**config.mk**
```make
export PLATFORM = sky130hd
export DESIGN_NAME = branch_ctrl
export DESIGN_NICKNAME = d
export VERILOG_FILES = /design/src/rtl/branch_ctrl.sv
export SDC_FILE = /design/constraint.sdc
export NUM_CORES = 1
export LEC_CHECK = 0
export ABC_AREA = 1
export CAP_MARGIN = 20
export CORE_MARGIN = 2
export CORE_UTILIZATION = 45
export CTS_BUF_LIST = sky130_fd_sc_hd__clkbuf_4 sky130_fd_sc_hd__clkbuf_8 sky130_fd_sc_hd__clkbuf_16
export DETAILED_ROUTE_END_ITERATION = 12
export PLACE_DENSITY = 0.86
export SETUP_SLACK_MARGIN = 0.02
export SKIP_CTS_REPAIR_TIMING = 1
export SLEW_MARGIN = 25
export SYNTH_ARGS = -nofsm -noshare
export SYNTH_HDL_FRONTEND = slang
export SYNTH_SLANG_ARGS = --single-unit
export TNS_END_PERCENT = 10
```
**constraint.sdc**
```tcl
create_clock -name Clk -period 2.7 [get_ports Clk]
set_input_delay 0.54 -clock Clk [delete_from_list [all_inputs] [get_ports Clk]]
set_output_delay 0.54 -clock Clk [all_outputs]
set_load 0.03 [all_outputs]
```
**src/rtl/branch_ctrl.sv**
```systemverilog
// branch_ctrl: EX-stage branch resolution, PC redirect and flush control.
// Optional 2-bit BHT is built when BRANCH_CTRL_BHT_EN is defined.
module branch_ctrl #(
   parameter int FLUSH_CYCLES = 2,
   parameter int CNT_W        = 16,
   parameter int BHT_IDX_W    = 6
) (
   input  logic             Clk,
   input  logic             Reset,
   input  logic             Br_Valid,
   output logic             Br_Ready,
   input  logic [2:0]       Br_Funct3,
   input  logic             Br_Is_Jump,
   input  logic [31:0]      Br_Pc,
   input  logic [31:0]      Br_Target,
   input  logic             Br_Pred_Taken,
   output logic             Branch_Un_Ctrl,
   input  logic             Branch_Equal,
   input  logic             Branch_Lt,
   output logic             Redirect_Valid,
   output logic [31:0]      Redirect_Pc,
   output logic             Flush,
   output logic             Stall,
   output logic             Illegal_Br,
`ifdef BRANCH_CTRL_BHT_EN
   input  logic [31:0]      Fetch_Pc,
   output logic             Fetch_Pred_Taken,
`endif
   output logic [CNT_W-1:0] Mispredict_Cnt
);

   localparam logic [0:0] ST_IDLE  = 1'b0;
   localparam logic [0:0] ST_FLUSH = 1'b1;

   localparam logic [3:0] FLUSH_LAST = 4'(FLUSH_CYCLES - 1);
   localparam logic [CNT_W-1:0] CNT_MAX = {CNT_W{1'b1}};

   logic [0:0] state;
   logic [3:0] flush_cnt;
   logic       taken;
   logic       illegal;
   logic       accept;
   logic       mispredict;

   // Comparator signedness follows funct3 bit 1 (BLTU/BGEU)
   assign Branch_Un_Ctrl = Br_Funct3[1];

   assign Br_Ready = (state == ST_IDLE);
   assign Flush    = (state == ST_FLUSH);
   assign Stall    = (state == ST_FLUSH);

   assign accept     = Br_Valid & Br_Ready;
   assign mispredict = accept & ~illegal & (taken != Br_Pred_Taken);

   // Branch condition decode; jumps always resolve taken
   always_comb begin
      taken   = 1'b0;
      illegal = 1'b0;
      if (Br_Is_Jump) begin
         taken = 1'b1;
      end else begin
         unique case (Br_Funct3)
            3'b000:  taken = Branch_Equal;
            3'b001:  taken = ~Branch_Equal;
            3'b100:  taken = Branch_Lt;
            3'b101:  taken = ~Branch_Lt;
            3'b110:  taken = Branch_Lt;
            3'b111:  taken = ~Branch_Lt;
            default: illegal = 1'b1;
         endcase
      end
   end

   // Flush FSM: hold FLUSH for FLUSH_CYCLES cycles after a mispredict
   always_ff @(posedge Clk) begin
      if (Reset) begin
         state     <= ST_IDLE;
         flush_cnt <= 4'd0;
      end else begin
         unique case (state)
            ST_IDLE: begin
               if (mispredict) begin
                  state     <= ST_FLUSH;
                  flush_cnt <= FLUSH_LAST;
               end
            end
            ST_FLUSH: begin
               if (flush_cnt == 4'd0) begin
                  state <= ST_IDLE;
               end else begin
                  flush_cnt <= flush_cnt - 4'd1;
               end
            end
            default: begin
               state     <= ST_IDLE;
               flush_cnt <= 4'd0;
            end
         endcase
      end
   end

   // Redirect strobe and corrected PC; PC holds between redirects
   always_ff @(posedge Clk) begin
      if (Reset) begin
         Redirect_Valid <= 1'b0;
         Redirect_Pc    <= 32'd0;
      end else begin
         Redirect_Valid <= mispredict;
         if (mispredict) begin
            Redirect_Pc <= taken ? Br_Target : Br_Pc + 32'd4;
         end
      end
   end

   // Reserved funct3 pulse, one cycle after the accept
   always_ff @(posedge Clk) begin
      if (Reset) begin
         Illegal_Br <= 1'b0;
      end else begin
         Illegal_Br <= accept & illegal;
      end
   end

   // Saturating mispredict counter
   always_ff @(posedge Clk) begin
      if (Reset) begin
         Mispredict_Cnt <= '0;
      end else if (mispredict && Mispredict_Cnt != CNT_MAX) begin
         Mispredict_Cnt <= Mispredict_Cnt + 1'b1;
      end
   end

`ifdef BRANCH_CTRL_BHT_EN
   localparam int BHT_SIZE = 1 << BHT_IDX_W;

   logic [1:0]           bht [BHT_SIZE];
   logic [BHT_IDX_W-1:0] rd_idx;
   logic [BHT_IDX_W-1:0] wr_idx;
   logic                 bht_upd;
   logic                 unused_fetch;

   assign rd_idx  = Fetch_Pc[BHT_IDX_W+1:2];
   assign wr_idx  = Br_Pc[BHT_IDX_W+1:2];
   assign bht_upd = accept & ~illegal & ~Br_Is_Jump;

   assign Fetch_Pred_Taken = bht[rd_idx][1];

   assign unused_fetch = &{1'b0, Fetch_Pc[31:BHT_IDX_W+2], Fetch_Pc[1:0]};

   // Train the 2-bit counter of each resolved conditional branch
   always_ff @(posedge Clk) begin
      if (Reset) begin
         for (int i = 0; i < BHT_SIZE; i++) begin
            bht[i] <= 2'b01;
         end
      end else if (bht_upd) begin
         if (taken && bht[wr_idx] != 2'b11) begin
            bht[wr_idx] <= bht[wr_idx] + 2'd1;
         end else if (!taken && bht[wr_idx] != 2'b00) begin
            bht[wr_idx] <= bht[wr_idx] - 2'd1;
         end
      end
   end
`endif

endmodule
```
==> flow_summary.toml, run 1 <==
[timing]
rsz0062_at_grt = "false"
finClkSkew_ns = 0.0109
period_needed_ns = 2.27
fin_setup_tns_ns = 0
max_freq_mhz = 440
setup_viol = 0
whs_ns = 0.458
slew_violations = 0
hold_viol = 0
tightest_slew_ns = 0.348
period_share = 0.841
slew-limit-headroom = 0.768

[worst_setup_path]
cp.required_ns = 2.16
cp_top_family = "buffers and inverters"
r2r-start = "Mispredict_Cnt[0]"
arrival_ns = 1.73
r2r-end = "Mispredict_Cnt[3]"
ff2ff_setup_slack_ns = 0.72
worstPathCellList = "clkdlybuf4s50_1, clkdlybuf4s50_1"
worstSetupPathType = "primary input to primary output"
worst-path-buf-inv = 2
cpMaxStageDelayCell = "clkdlybuf4s50_1"
cp-end-kind = "primary output"
crit_path_start_kind = "primary input"
max_stage_delay_ns = 0.68
critical_path_peak_fanout = 3
crit_top_cell = "clkdlybuf4s50_1"
r2r.worst_path.cells = 7

[yosys]
synth_top_area_share = 0.294
synth_edf_count = 0
synthTopCellsByArea = "dfxtp_1, nand2_1, nand3_1"
async_flop_share = 0
synth_area_um2 = 3750
ys.flop_type = "dfxtp_1"
ys_ff_latch = 55
syn_area_per_cell_um2 = 6.22
yosys_warnings = 0
synth.net_count = 680
synth_top_area_cell = "dfxtp_1"
synthCells = 603
yosysSeqAreaShare = 0.294
yosysUniqueCellTypes = 32

[cells_and_area]
seq_area_um2 = 1100
diodes = 0
layout_common_cells = "nand2_1, clkdlybuf4s50_1, nor2_1, nand3_1, dfxtp_1"
fillers = 714
fin_util = 0.643
area_growth_pct = 39.4
nNetsFinal = 804
multiInputGateArea_um2 = 2380
drive_above_1_share = 0.0852
layout_commonest_cell = "nand2_1"
finalNonFillerCells = 833

[clock_network]
clock_path_buffers = 2
clk_pin_slew_worst_paths_ns = 0.10
root_buffer = "clkbuf_8"
cts_tree = "yes"
htreeDepth = 2
cts_inserted_buffers = 5
clock_sinks = 55
clock_latency_ns = 0.32

[worst_hold_path]
holdPathEnd = "Redirect_Pc[0]"
min_path_cells = 2
hold_path_class = "flop to flop"
min_from = "Redirect_Pc[0]"

[floorplanning]
ioPinCount = 128
rows = 33
die_h_um = 95.3
start_util = 0.461
dieArea_um2 = 9080
die_w_um = 95.3
coreArea_um2 = 8130

[drt]
postRouteAntennaNets = 0
routed_wl_um = 11700
vias = 4314
viasPerCell = 5.18
first_iter_violations = 167
drt_pre_antenna_iters = 6
post-route-drc-count = 0
routedWlPerCell_um = 14.0

[placed_design]
gp_congestion = 0.985
port_buffers = 127
dp.cells = 825
hpwl_um = 9130

[power_and_ir_drop]
irDropWorstVdd_v = 0.000257
p_leak_uw = 0.00209
powerDensity_nw_per_um2 = 377

[flow_run]
drv_cap = 0

[grt]
grt_pass1_vias = 4161
antenna_found_initial = 0
overflow = 0
grt_first_pass_wirelength_um = 19300
grt.total_usage = 0.266
grt_max_degree = 47

[status]
status = "complete, no violations"
## cells by family after synthesis
family | synth area share
xor gates and xnor gates | 0.0374
AOI/OAI and AO/OA | 0.0497
adders and majority gates | 0.0100
and+or+nand+nor | 0.539
buffers and inverters | 0.0707
DFF | 0.294
## area by class of cell
type	count	area share
clock inverter	3	0.00527
inverter	38	0.0273
tap	105	0.0251
multi-input combinational	490	0.456
clock buffer	5	0.0132
timing repair buffer	137	0.262
sequential	55	0.211
## worst min-delay path, stage by stage, from the launching register on
cell and delay (ns):
dfxtp_1 0.33, nand2_1 0.06, nand2_1 0.04
## per-stage QoR
stage,power [µW],setup WS (ns),cell area (µm²)
2_1_floorplan,1210,0.854,3750
3_3_place_gp,1470,0.429,5130
3_5_place_dp,1480,0.389,5130
4_1_cts,1980,0.423,5230
5_1_grt,2070,0.400,5230
6_report,1970,0.429,5230
## cell usage after synthesis, types with 6 or more instances
library cell / number
a21oi_1: 8
inv_1: 32
nand2_1: 232
clkbuf_1: 6
xor2_1: 7
nand4_1: 23
xnor2_1: 9
or2_2: 14
a21oi_2: 9
nor2_1: 68
nand3b_1: 16
nor3_1: 6
dfxtp_1: 55
or2_0: 8
nand3_1: 58
inv_2: 6
o21ai_0: 12
## worst max path at each step
stage / from / to / slack (ns) / cells past startpoint
2_1_floorplan: Mispredict_Cnt[0] / Mispredict_Cnt[10] / 0.85 / 7
3_3_place_gp: Br_Pc[2] / Redirect_Pc[12] / 0.43 / 10
3_5_place_dp: Br_Pc[2] / Redirect_Pc[12] / 0.39 / 10
4_1_cts: Br_Funct3[1] / Branch_Un_Ctrl / 0.42 / 2
5_1_grt: Br_Funct3[1] / Branch_Un_Ctrl / 0.40 / 2
6_report: Br_Funct3[1] / Branch_Un_Ctrl / 0.43 / 2
## sequential cells by signal, summed over array words and instances, names as in the netlist
name and flops:
Redirect_Pc 32, Mispredict_Cnt 16, flush_cnt 4, Flush 1, Illegal_Br 1, Redirect_Valid 1
## routing by layer
metal  routed length [µm]  global-route usage  vias up
met5                    0                   0        -
met4                  233              0.0761        0
met3                  872              0.0561       22
met2                 5740               0.474      181
met1                 4820               0.322     1925
li1                     -                   -     2186
## power breakdown
group	total, µW	internal [µW]	switching, µW
clock network	505	192	314
registers	885	855	30.1
logic	580	262	317
total	1970	1310	661
Note: power is estimated with default switching activity, not from simulation.
==> run 2: changes to the inputs <==
- CORE_UTILIZATION: 45 -> 42
- PLACE_DENSITY: 0.86 -> 0.85
- clock period: 2.7 -> 1.9 ns (I/O delays scaled with it)
==> flow_summary.toml, run 2 (synthesis gave the netlist of run 1 again) <==
[grt]
grt_pass1_vias = 4365
overflow = 0
grt.total_usage = 0.244
grt_max_degree = 29
antenna_found_initial = 0
grt_first_pass_wirelength_um = 19800

[drt]
vias = 4488
viasPerCell = 5.11
drt_pre_antenna_iters = 4
postRouteAntennaNets = 0
first_iter_violations = 168
post-route-drc-count = 0
routed_wl_um = 12200
routedWlPerCell_um = 13.9

[cells_and_area]
finalNonFillerCells = 879
largest-register = "Redirect_Pc"
diodes = 0
largest_reg_flops = 32
postLayoutCellArea_um2 = 5670
nNetsFinal = 847
area_growth_pct = 51.1
drive_above_1_share = 0.147
top_regs = "Redirect_Pc x32, Mispredict_Cnt x16, flush_cnt x4"
fin_util = 0.653
layout_commonest_cell = "nand2_1"
layout_common_cells = "nand2_1, clkdlybuf4s50_1, nor2_1, nand3_1, dfxtp_1"

[placed_design]
dp.cells = 871
gp_congestion = 0.926
dpl_cell_area_um2 = 5500
hpwl_um = 9590
port_buffers = 127

[power_and_ir_drop]
clkPwrFrac = 0.244
p_int_uw = 1920
seq_power_share = 0.436
power_frac_comb = 0.320
p_leak_uw = 0.00258
power_switching_uw = 943
powerDensity_nw_per_um2 = 506
irDropWorstVdd_v = 0.000332
switching_share = 0.329

[worst_setup_path]
arrival_ns = 1.45
critical_path_peak_fanout = 5
cp-end-kind = "primary output"
max_stage_delay_ns = 0.70
r2r-start = "Mispredict_Cnt[7]"
worstSetupPathType = "flop to primary output"
worst-path-stages = 1
r2r.worst_path.cells = 6
cp.required_ns = 1.52
crit_path_start_kind = "flop"
worst-path-buf-inv = 1
critPathCapture = "Mispredict_Cnt[14]"
ff2ff_setup_slack_ns = 0.27
cpMaxStageDelayCell = "clkdlybuf4s50_1"
cp_top_family = "buffers and inverters"
cp-startpoint = "Mispredict_Cnt[14]"
r2r-end = "Mispredict_Cnt[9]"
worstPathCellList = "clkdlybuf4s50_1"

[clock_network]
clk_pin_slew_worst_paths_ns = 0.12
cts_tree = "yes"
clock_sinks = 55
htreeDepth = 2
cts_inserted_buffers = 5
root_buffer = "clkbuf_8"
clock_path_buffers = 2
clock_latency_ns = 0.32

[status]
status = "complete, no violations"

[timing]
slew-limit-headroom = 0.766
period_share = 0.962
finClkSkew_ns = 0.0160
max_freq_mhz = 547
rsz0062_at_grt = "true"
tightest_slew_ns = 0.350
setup_viol = 0
period_needed_ns = 1.83
hold_viol = 0
slew_violations = 0

[floorplanning]
dieArea_um2 = 9700
die_w_um = 98.5
start_util = 0.432
ioPinCount = 128
rows = 34
die_h_um = 98.5
coreArea_um2 = 8680

[worst_hold_path]
hold_path_class = "flop to flop"

[flow_run]
drv_cap = 0
run 2: changes by cell type in the layout (fill, tap and decap cells not counted), sizes merged:
cell           before  now
clkdlybuf4s50     127  110
dlymetal6s2s        0   16
buf                10   54
run 2: per-layer routing:
metal  share of wire  track usage  vias up
met5               0            0        -
met3           0.068       0.0397       25
li1                -            -     2264
met4           0.027       0.0875        0
met1            0.42        0.306     2040
met2            0.49        0.425      159
run 2: worst min path at each step:
stage | from | end | cells after the start
global route | Redirect_Pc[1] | Redirect_Pc[1] | 2
finish | Redirect_Pc[3] | Redirect_Pc[3] | 2
floorplan | flush_cnt[3] | flush_cnt[3] | 2
CTS | Redirect_Pc[4] | Redirect_Pc[4] | 2
detailed placement | Redirect_Pc[1] | Redirect_Pc[1] | 2
global placement | Redirect_Pc[8] | Redirect_Pc[8] | 2
run 2: area by class of cell:
cell class,instances,area (µm²)
fillers,768,3010
multi-input cells,490,2410
repair buffers,180,1780
flip-flops and latches,55,1100
inverters,38,143
well taps,108,135
clock buffers,5,68.8
clock inverters,3,23.8
run 2: power groups by stage:
stage	clock, µW	combinational (µW)	sequential [µW]
after floorplan	0	334	1380
after global placement	0	892	1280
after detailed placement	0	908	1280
after CTS	701	913	1250
after global routing	753	988	1260
final	699	917	1250
run 2: metrics by stage:
| step | total power [µW] | hold slack (ns) | setup WS [ns] | setup TNS [ns] |
|---|---|---|---|---|
| 2_1_floorplan | 1720 | 0.489 | 0.0538 | 0 |
| 3_3_place_gp | 2170 | 0.428 | -0.185 | -4.75 |
| 3_5_place_dp | 2180 | 0.436 | -0.244 | -9.31 |
| 4_1_cts | 2860 | 0.454 | -0.00555 | -0.00555 |
| 5_1_grt | 3000 | 0.477 | -0.0131 | -0.0183 |
| 6_report | 2870 | 0.452 | 0.0730 | 0 |
run 2: worst register-to-register path, cell delays in order, from the launching register on:
cell	delay (ns)
dfxtp_1	0.48
nand2_1	0.16
nor2_4	0.23
nand4_4	0.21
nand3_4	0.26
nand2_1	0.12
a21oi_2	0.12
